==> src/rtl/tensor_array_ctrl_if.sv <==
// Handshake bundle between the tensor array sequencer and its neighbours:
// operand fetch (start/k_steps/op_valid/op_take), the PE array controls
// (feed_valid/pe_reset/load_sum) and the result drain port.
interface tensor_array_ctrl_if #(
  parameter int M_ROWS = 4,
  parameter int K_W    = 16
);
  localparam int ROW_W = (M_ROWS > 1) ? $clog2(M_ROWS) : 1;

  logic             start;
  logic [K_W-1:0]   k_steps;
  logic             op_valid;
  logic             op_take;
  logic             feed_valid;
  logic             pe_reset;
  logic             load_sum;
  logic             out_valid;
  logic             out_ready;
  logic [ROW_W-1:0] out_row;
  logic             busy;
  logic             done;

  // Sequencer side
  modport master (
    input  start, k_steps, op_valid, out_ready,
    output op_take, feed_valid, pe_reset, load_sum, out_valid, out_row, busy, done
  );

  // Fetch / array / consumer side
  modport slave (
    output start, k_steps, op_valid, out_ready,
    input  op_take, feed_valid, pe_reset, load_sum, out_valid, out_row, busy, done
  );
endinterface

==> src/rtl/tensor_array_ctrl.sv <==
// Sequencer for the M_ROWS x N_COLS tensor PE systolic array: clears the
// accumulators, meters k_steps operand beats into the skew buffers, waits for
// the wavefront to flush, then drains result rows out of the array bottom.
// Optional feature macro: TENSOR_CTRL_PERF_EN adds saturating perf counters.
module tensor_array_ctrl #(
  parameter int M_ROWS   = 4,
  parameter int N_COLS   = 4,
  parameter int K_W      = 16,
  parameter int SKEW_LAT = 0
) (
  input  logic clk,
  input  logic reset,
`ifdef TENSOR_CTRL_PERF_EN
  output logic [31:0] perf_busy_cyc,
  output logic [31:0] perf_feed_stall,
  output logic [31:0] perf_drain_stall,
`endif
  tensor_array_ctrl_if.master bus
);

  localparam int FLUSH_CYC = M_ROWS + N_COLS - 2 + SKEW_LAT;
  // A degenerate 1x1 array with no skew still spends one cycle in FLUSH.
  localparam int FLUSH_N   = (FLUSH_CYC > 0) ? FLUSH_CYC : 1;
  localparam int FL_W      = (FLUSH_N > 1) ? $clog2(FLUSH_N) : 1;
  localparam int ROW_W     = (M_ROWS > 1) ? $clog2(M_ROWS) : 1;

  localparam logic [FL_W-1:0]  FLUSH_LAST = FL_W'(FLUSH_N - 1);
  localparam logic [ROW_W-1:0] ROW_LAST   = ROW_W'(M_ROWS - 1);

  typedef enum logic [2:0] {
    S_IDLE,
    S_CLEAR,
    S_FEED,
    S_FLUSH,
    S_DRAIN,
    S_DONE
  } state_t;

  state_t           state, state_nxt;
  logic [K_W-1:0]   k_lat;
  logic [K_W-1:0]   beat_cnt;
  logic [FL_W-1:0]  flush_cnt;
  logic [ROW_W-1:0] drain_cnt;
  logic             take;
  logic             xfer;
  logic             accept;

  assign accept = (state == S_IDLE) && bus.start;

  // Next-state decode plus the handshake-dependent strobes
  always_comb begin
    state_nxt = state;
    take      = 1'b0;
    xfer      = 1'b0;
    case (state)
      S_IDLE:  if (bus.start) state_nxt = S_CLEAR;
      S_CLEAR: state_nxt = (k_lat == '0) ? S_FLUSH : S_FEED;
      S_FEED: begin
        take = bus.op_valid;
        if (take && (beat_cnt + K_W'(1) == k_lat)) state_nxt = S_FLUSH;
      end
      S_FLUSH: if (flush_cnt == FLUSH_LAST) state_nxt = S_DRAIN;
      S_DRAIN: begin
        xfer = bus.out_ready;
        if (xfer && (drain_cnt == ROW_LAST)) state_nxt = S_DONE;
      end
      S_DONE:  state_nxt = S_IDLE;
      default: state_nxt = S_IDLE;
    endcase
  end

  // State register
  always_ff @(posedge clk) begin
    if (reset) state <= S_IDLE;
    else       state <= state_nxt;
  end

  // Tile length capture and beat/flush/drain counters, rearmed on accepted start
  always_ff @(posedge clk) begin
    if (reset) begin
      k_lat     <= '0;
      beat_cnt  <= '0;
      flush_cnt <= '0;
      drain_cnt <= '0;
    end else if (accept) begin
      k_lat     <= bus.k_steps;
      beat_cnt  <= '0;
      flush_cnt <= '0;
      drain_cnt <= '0;
    end else begin
      if (take)               beat_cnt  <= beat_cnt + K_W'(1);
      if (state == S_FLUSH)   flush_cnt <= flush_cnt + FL_W'(1);
      if (xfer)               drain_cnt <= drain_cnt + ROW_W'(1);
    end
  end

  assign bus.op_take    = take;
  assign bus.feed_valid = take;
  assign bus.pe_reset   = reset || (state == S_CLEAR);
  assign bus.load_sum   = xfer;
  assign bus.out_valid  = (state == S_DRAIN);
  assign bus.out_row    = ROW_LAST - drain_cnt;
  assign bus.busy       = (state != S_IDLE);
  assign bus.done       = (state == S_DONE);

`ifdef TENSOR_CTRL_PERF_EN
  // Saturating tile statistics; held after DONE until the next accepted start
  always_ff @(posedge clk) begin
    if (reset || accept) begin
      perf_busy_cyc    <= '0;
      perf_feed_stall  <= '0;
      perf_drain_stall <= '0;
    end else begin
      if ((state != S_IDLE) && (perf_busy_cyc != '1))
        perf_busy_cyc <= perf_busy_cyc + 32'd1;
      if ((state == S_FEED) && !bus.op_valid && (perf_feed_stall != '1))
        perf_feed_stall <= perf_feed_stall + 32'd1;
      if ((state == S_DRAIN) && !bus.out_ready && (perf_drain_stall != '1))
        perf_drain_stall <= perf_drain_stall + 32'd1;
    end
  end
`endif

endmodule

==> src/flat_wrapper.sv <==
// flat-port wrapper written by rule: the top's interface ports become plain ports
module tensor_array_ctrl_flat 
#(
  parameter int M_ROWS   = 4,
  parameter int N_COLS   = 4,
  parameter int K_W      = 16,
  parameter int SKEW_LAT = 0
)
  (clk, reset, bus_start, bus_k_steps, bus_op_valid, bus_out_ready, bus_op_take, bus_feed_valid, bus_pe_reset, bus_load_sum, bus_out_valid, bus_out_row, bus_busy, bus_done);
  tensor_array_ctrl_if #(.M_ROWS(M_ROWS), .K_W(K_W)) bus_i ();
  input  logic clk;
  input  logic reset;
  input wire logic [$bits(bus_i.start)-1:0] bus_start;
  input wire logic [$bits(bus_i.k_steps)-1:0] bus_k_steps;
  input wire logic [$bits(bus_i.op_valid)-1:0] bus_op_valid;
  input wire logic [$bits(bus_i.out_ready)-1:0] bus_out_ready;
  output wire logic [$bits(bus_i.op_take)-1:0] bus_op_take;
  output wire logic [$bits(bus_i.feed_valid)-1:0] bus_feed_valid;
  output wire logic [$bits(bus_i.pe_reset)-1:0] bus_pe_reset;
  output wire logic [$bits(bus_i.load_sum)-1:0] bus_load_sum;
  output wire logic [$bits(bus_i.out_valid)-1:0] bus_out_valid;
  output wire logic [$bits(bus_i.out_row)-1:0] bus_out_row;
  output wire logic [$bits(bus_i.busy)-1:0] bus_busy;
  output wire logic [$bits(bus_i.done)-1:0] bus_done;
  assign bus_i.start = bus_start;
  assign bus_i.k_steps = bus_k_steps;
  assign bus_i.op_valid = bus_op_valid;
  assign bus_i.out_ready = bus_out_ready;
  assign bus_op_take = bus_i.op_take;
  assign bus_feed_valid = bus_i.feed_valid;
  assign bus_pe_reset = bus_i.pe_reset;
  assign bus_load_sum = bus_i.load_sum;
  assign bus_out_valid = bus_i.out_valid;
  assign bus_out_row = bus_i.out_row;
  assign bus_busy = bus_i.busy;
  assign bus_done = bus_i.done;
  tensor_array_ctrl #(.M_ROWS(M_ROWS), .N_COLS(N_COLS), .K_W(K_W), .SKEW_LAT(SKEW_LAT)) u_core (.clk(clk), .reset(reset), .bus(bus_i));
endmodule
==> config.mk <==
export PLATFORM = sky130hd
export DESIGN_NAME = tensor_array_ctrl_flat
export DESIGN_NICKNAME = d
export VERILOG_FILES = /design/src/rtl/tensor_array_ctrl_if.sv /design/src/rtl/tensor_array_ctrl.sv /design/src/flat_wrapper.sv
export SDC_FILE = /design/constraint.sdc
export NUM_CORES = 1
export LEC_CHECK = 0
export CAP_MARGIN = 20
export CORE_UTILIZATION = 49
export DETAILED_ROUTE_END_ITERATION = 8
export HOLD_SLACK_MARGIN = 0.02
export PLACE_DENSITY = 0.72
export SYNTH_ARGS = -nofsm -noshare
export SYNTH_HDL_FRONTEND = slang
export SYNTH_SLANG_ARGS = --single-unit
export TNS_END_PERCENT = 50
==> constraint.sdc <==
create_clock -name clk -period 1.9 [get_ports clk]
set_input_delay 0.57 -clock clk [delete_from_list [all_inputs] [get_ports clk]]
set_output_delay 0.57 -clock clk [all_outputs]
set_load 0.02 [all_outputs]
# Yosys cells after proc, flatten, opt, wreduce, memory -nomap -nowiden
# Cells that the tools add are included.
# classes
add_sub_neg,4
n_eq_ne,12
muxes,8
reduce_logical,9
# op_table
cell,n
$add 16x1->16 const B,1
$eq 16x16->1,1
$logic_not 16->1,1
$pmux 3 s5,1
$mux 3,4
$eq 3x3->1 const B,3
$eq 3x2->1 const B,2
$ne 2x1->1 const B,3
$reduce_and 4->1,1
$add 3x1->3 const B,1
$eq 3x1->1 const B,1
$logic_and 1x1->1,3
$logic_not 3->1,1
$mux 1,3
$reduce_bool 3->1,1
$add 2x1->2 const B,1
$eq 2x2->1 const B,1
$ne 2x2->1 const B,1
$reduce_or 2->1,1
$sub 2x2->2 const A,1
$logic_or 1x1->1,1
# totals
regBits,40
out_inout_bits,9
wordCells,38

# Depth between registers and ports, before layout
# Gate-level depths: netlist of the first run.
# depth
ltp_word,5
depth_mapped,9
depth_no_buf,7

# Worst setup path before layout of the first run
# No wires, ideal clock.
# synth_path
path_type,in2out
startpoint,in bus_op_valid
endpoint,out bus_op_take
arrival_ps,1434
slack_ps,-104
path_stages,4
cell_sequence,or3b_1 buf_6 clkinv_1 buf_4
# synth_via
elab_chain_len,1
# synth_lines
item,line,source
from (decl),flat_wrapper.sv:15,input wire logic [$bits(bus_i.op_valid)-1:0] bus_op_valid;
$mux 1,tensor_array_ctrl.sv:55,case (state)
to (decl),flat_wrapper.sv:17,output wire logic [$bits(bus_i.op_take)-1:0] bus_op_take;
# No other way between the ends.

# Final worst setup path of the first run
# layout_path
startpoint,reg u_core.state[2]
endpoint,out bus_feed_valid
# layout_via
elab_chain_len,2
# layout_lines
item,line,source
from (decl),tensor_array_ctrl.sv:39,"state_t state, state_nxt;"
from (signal assigned),tensor_array_ctrl.sv:75,else state <= state_nxt;
$eq 3x2->1,tensor_array_ctrl.sv:55,
$mux 1,tensor_array_ctrl.sv:55,
to (decl),flat_wrapper.sv:18,output wire logic [$bits(bus_i.feed_valid)-1:0] bus_feed_valid;
# No other way between the ends.

==> results.ini, run 1 <==
[global_routing]
antenna_found_initial=0
grt_max_degree=22
grt_pass1_wl_mm=8.59
grt_overflow=0
grt_pass1_vias=1883
grt_use_total_pct=24.5

[detailed_routing]
vias=2100
wl_per_cell_um=13.1
drc=0
viasPerCell=5.28
wirelength_mm=5.20
ant_nets=0
drt_iter0_drc=138
dr.pass1.iters=4

[cts]
clkLatencyLatePin_ns=0.29
clk_pin_slew_ns=0.07
cts_buffers=5
root_buffer=clkbuf_8
h-tree-depth=2
clock_path_buffers=2
clkSinkCount=40
cts_tree=built

[critical_path]
cp-startpoint=u_core.state[2]$_SDFFE_PP0P_
cp_max_fo=4
r2r_start=u_core.state[2]$_SDFFE_PP0P_
reg2reg_to=u_core.beat_cnt[11]$_SDFFE_PP0P_
end_kind=primary output
critPathArrivalTime_ns=1.33
crit_type=reg -> out
crit_required_ns=1.33
rrSetupSlack_ns=0.0003
ff2ff_path_depth=7
crit_path_start_kind=flip-flop

[sta]
relSlewSlack_pct=77.0
holdWs_ns=0.487
max_slew.worst_pin.slew_ns=0.344
setup_violations=0
finalWorstSetupSlack_ns=0.000312
fmax_mhz=526
setup_tns_ns=0
final_max_slew_viol_count=0
hold_viol=0
fin_worst_skew_ns=0.00482
period_share_pct=100
fin_crit_ns=1.90
rsz0062_at_grt=true

[yosys]
synth_top_area_share_pct=36.5
synth-seq-cells=40
yosysTopAreaCell=dfxtp_1
synth_area_per_cell_um2=7.86
syn-instance-count=279
netlist_area_um2=2190
ys_seq_area_share_pct=36.5
synth.distinct_cells=45
synthFlopType=dfxtp_1
synth_area_leaders=dfxtp_1 37%, xnor2_1 11%, nand2_1 9.2%
synthArstFlopShare_pct=0
synth-edff-count=0
yosysWarnings=0
synth_most_common_cell=nand2_1
ys_top_cells_by_count=54 x nand2_1, 40 x dfxtp_1, 27 x xnor2_1, 26 x a21oi_1, 26 x nor2_1
syn_nets=304

[floorplanning]
die_w_um=68.9
fp-row-count=23
die_h_um=68.9
core-area_um2=4140
boundaryPins=30
start_util_pct=52.9
die-area_um2=4750

[finish]
drive_gt1_share_pct=23.9
syn_to_final_growth_pct=36.1
n_antenna_cell=0
fin_nets=372
final_cells=398

[power]
p_switching_mw=0.613
ir_drop_mv=0.505
p_leak_nw=1.15
p_seq_share_pct=45.6
combinationalPowerShare_pct=26.5
p_total_mw=2.06
swShare_pct=29.8
clockPowerShare_pct=28.0
p_int_mw=1.44
p_per_area_nw_per_um2=690

[hold_path]
hold_path_depth=2
whs_endpoint=u_core.k_lat[3]$_SDFFE_PP0P_
worstHoldStart=u_core.k_lat[3]$_SDFFE_PP0P_
min_path_type=reg -> reg

[place]
hpwl_mm=3.90
port_buffers=29
post-place-cells=386
dp_worst_setup_slack_ns=-0.841
gp_congestion=0.939

[outcome]
status=finished clean

[job]
max_cap_violations=0

==> state kept, by name (all words and copies together) (netlist names) <==
signal	cells
u_core.k_lat	16
u_core.flush_cnt	3
u_core.drain_cnt	2
u_core.beat_cnt	16
u_core.state	3
==> final cells by class <==
| type | instances | area [um^2] |
|---|---|---|
| Timing Repair Buffer | 75 | 634 |
| Sequential cell | 40 | 808 |
| Fill cell | 347 | 1160 |
| Clock buffer | 8 | 90.1 |
| Inverter | 10 | 47.5 |
| Multi-Input combinational cell | 215 | 1340 |
| Tap cell | 50 | 62.6 |
==> placed cells by master (no fill, tap or decap), types with 2 or more instances in the layout <==
cell,netlist,final
a211oi_1,2,2
dfxtp_2,0,3
or3_4,1,2
nand2b_1,3,3
buf_6,2,4
xnor2_1,27,27
inv_1,8,8
buf_4,1,44
nand2_2,1,3
ha_1,4,4
dlygate4sd2_1,0,2
a21oi_1,26,25
clkdlybuf4s50_1,0,19
or3_1,3,2
o211ai_1,3,3
a21o_1,2,2
nand3_1,10,9
nand2_1,54,52
nor4_1,5,5
clkbuf_8,0,6
nand3b_1,2,2
and3_1,3,2
nor3_1,9,8
nor2_1,26,25
buf_2,1,3
xor2_1,10,10
dfxtp_1,40,36
o21ai_0,4,4
clkbuf_1,9,2
nand4_1,4,4
==> worst max path at each step <==
stage	endpoint
floorplan	u_core.beat_cnt[9]$_SDFFE_PP0P_
global placement	bus_op_take
detailed placement	bus_feed_valid
CTS	u_core.state[0]$_SDFFE_PP0P_
global route	u_core.state[0]$_SDFFE_PP0P_
finish	bus_feed_valid
==> metrics by stage <==
step,cell area [um^2],util (%)
3_5_place_dp,2800,67.7
2_1_floorplan,2200,-
3_3_place_gp,2800,67.7
5_1_grt,2980,72.0
4_1_cts,2940,71.0
6_report,2980,72.0
==> critical path: stages, from the launching register on <==
cell and delay [ns]:
dfxtp_2 0.35, inv_6 0.05, nand2_2 0.05, or3b_4 0.41
clkinv_4 0.08, buf_6 0.11
==> kinds of logic after synthesis <==
family / synth area share, %
compound gates: 11.9
xor+xnor: 14.8
fa+ha+maj: 2.28
buf+inv: 5.31
flops: 36.5
mux: 0.457
simple gates: 28.8
==> power groups by stage <==
| stage | clock (mW) | sequential, mW | combinational, mW |
|---|---|---|---|
| final | 0.576 | 0.937 | 0.545 |
| after floorplan | 0 | 0.953 | 0.295 |
| after global routing | 0.624 | 0.944 | 0.599 |
| after detailed placement | 0 | 0.958 | 0.514 |
| after global placement | 0 | 0.955 | 0.508 |
| after CTS | 0.580 | 0.938 | 0.534 |
==> timing repair <==
action | in CTS | in global routing
buffers inserted | 2 | 2
hold buffers | 0 | 0
pin swaps | 1 | 9
gates resized for setup | 45 | 15
setup endpoints to repair | 15 | 8
==> routing by layer <==
layer,GRT usage [%],routed length (um)
met1,34.1,2570
met2,37.9,2380
met3,4.11,186
met4,8.42,66
met5,0,0
Power figures use the tool's default switching activity.
==> run 2: changes to the inputs <==
- clock period: 1.9 -> 1.74 ns (I/O delays scaled with it)
==> results.ini, run 2 (synthesis gave the netlist of run 1 again) <==
[outcome]
status=finished with violations
violations=negative setup slack

[finish]
final_cells=411
postLayoutCellArea_um2=3220
top_regs=u_core.beat_cnt x16, u_core.k_lat x16
multi_input_area_um2=1420
fin_nets=386
n_antenna_cell=0
post-route-util_pct=77.8
syn_to_final_growth_pct=47.1
seq_area_um2=812
final_common_cell=buf_4
final_cell_mix=57 x buf_4, 54 x nand2_1, 35 x dfxtp_1
fillers=293
drive_gt1_share_pct=28.5

[sta]
period_share_pct=111
holdWs_ns=0.489
fmax_mhz=518
finalWorstSetupSlack_ns=-0.191
final_max_slew_viol_count=0
fin_crit_ns=1.93
relSlewSlack_pct=76.1
rsz0062_at_grt=true
setup_violations=8
hold_viol=0
fin_worst_skew_ns=0.0119
max_slew.worst_pin.slew_ns=0.357

[place]
gp_congestion=0.895
post-place-cells=398
hpwl_mm=4.01
port_buffers=29
dp_worst_setup_slack_ns=-0.868
place_area_um2=2880

[critical_path]
crit_chain=buf_6, nand4_4, buf_4, nor3_1, xnor2_1, a21oi_1, a21oi_1, o41ai_2
critPathArrivalTime_ns=2.11
slowest_stage=dfxtp_4
ff2ff_path_depth=8
crit_required_ns=1.92
cp_max_fo=6
cpMostUsedCell=a21oi_1
r2r_start=u_core.beat_cnt[1]$_SDFFE_PP0P_
reg2reg_to=u_core.state[0]$_SDFFE_PP0P_
slowest_delay_ns=0.39
crit_path_start_kind=flip-flop
rrSetupSlack_ns=-0.19
end_kind=flip-flop
crit_type=reg -> reg

[power]
p_int_mw=1.86
swShare_pct=27.8
p_leak_nw=1.26
ir_drop_mv=0.535
combinationalPowerShare_pct=25.8
p_per_area_nw_per_um2=798
p_switching_mw=0.716
p_seq_share_pct=40.1
clockPowerShare_pct=34.1

[cts]
cts_hold_buf=0
clkSinkCount=40
clkLatencyLatePin_ns=0.30
cts_buffers=5
h-tree-depth=2
clk_pin_slew_ns=0.08
root_buffer=clkbuf_8
clock_path_buffers=2
cts_tree=built

[floorplanning]
fp-row-count=23
core-area_um2=4140
start_util_pct=52.9
boundaryPins=30
die-area_um2=4750
die_h_um=68.9
die_w_um=68.9

[global_routing]
grt_pass1_vias=2153
grt_max_degree=19
antenna_found_initial=0
grt_use_total_pct=28.2
grt_overflow=0
grt_pass1_wl_mm=9.76

[detailed_routing]
wirelength_mm=5.85
dr.pass1.iters=4
ant_nets=0
wl_per_cell_um=14.2
vias=2217
drc=0
viasPerCell=5.39
drt_iter0_drc=132

[job]
max_cap_violations=0

[hold_path]
worstHoldStart=u_core.k_lat[15]$_SDFFE_PP0P_
whs_endpoint=u_core.k_lat[15]$_SDFFE_PP0P_
min_path_type=reg -> reg
hold_path_depth=2

## run 2: cell types whose count changed in the layout (fill, tap and decap cells not counted), sizes merged
cell           before  now
bufinv              0    2
clkbuf              9    5
clkdlybuf4s50      19   16
dlygate4sd2         2    5
buf                52   67
## run 2: cell type report
type | count | area share [%]
Sequential cell | 40 | 25.2
Multi-Input combinational cell | 215 | 44.0
Tap cell | 50 | 1.94
Clock buffer | 5 | 2.13
Timing Repair Buffer | 89 | 23.4
Inverter | 10 | 1.47
Clock inverter | 2 | 1.86
## run 2: through the flow
stage | total power [mW] | TNS (ns)
after global routing | 2.68 | -1.42
final | 2.57 | -0.914
after detailed placement | 1.61 | -9.93
after floorplan | 1.36 | -0.451
after global placement | 1.60 | -9.54
after CTS | 2.55 | -0.697
## run 2: layer usage
layer / part of all wire [%] / vias up / global-route usage (%)
met1: 42 / 1017 / 35.0
met3: 5.3 / 19 / 5.92
met5: 0 / - / 0
li1: - / 1110 / -
met2: 49 / 71 / 46.6
met4: 3.2 / 0 / 12.5
## run 2: power by group through the flow
stage	Sequential (mW)	Clock, mW	Combinational [mW]
6_report	1.03	0.878	0.663
5_1_grt	1.04	0.923	0.719
4_1_cts	1.03	0.883	0.637
3_5_place_dp	1.04	0	0.563
3_3_place_gp	1.04	0	0.558
2_1_floorplan	1.04	0	0.321
## run 2: how the worst max path moves through the flow
stage	slack, ns	to	cells past startpoint	from
floorplan	-0.12	u_core.beat_cnt[9]$_SDFFE_PP0P_	8	u_core.state[2]$_SDFFE_PP0P_
global placement	-0.86	bus_op_take	4	bus_op_valid
detailed placement	-0.87	bus_feed_valid	4	bus_op_valid
CTS	-0.16	u_core.beat_cnt[9]$_SDFFE_PP0P_	7	u_core.state[2]$_SDFFE_PP0P_
global route	-0.29	u_core.state[0]$_SDFFE_PP0P_	8	u_core.beat_cnt[1]$_SDFFE_PP0P_
finish	-0.19	u_core.state[0]$_SDFFE_PP0P_	8	u_core.beat_cnt[1]$_SDFFE_PP0P_
## run 2: critical path: cells and delay by family, from the launching register on
family | cells | cell delay [ns]
buffers and inverters | 2 | 0.29
AOI/OAI and AO/OA | 3 | 0.56
and+or+nand+nor | 2 | 0.45
DFF | 1 | 0.39
xor gates and xnor gates | 1 | 0.13
## run 2: timing repair
item / in CTS / in global routing
setup buffers: 6 / 0
resized for setup: 78 / 9
pin swaps: 14 / 3
setup endpoints to repair: 19 / 13
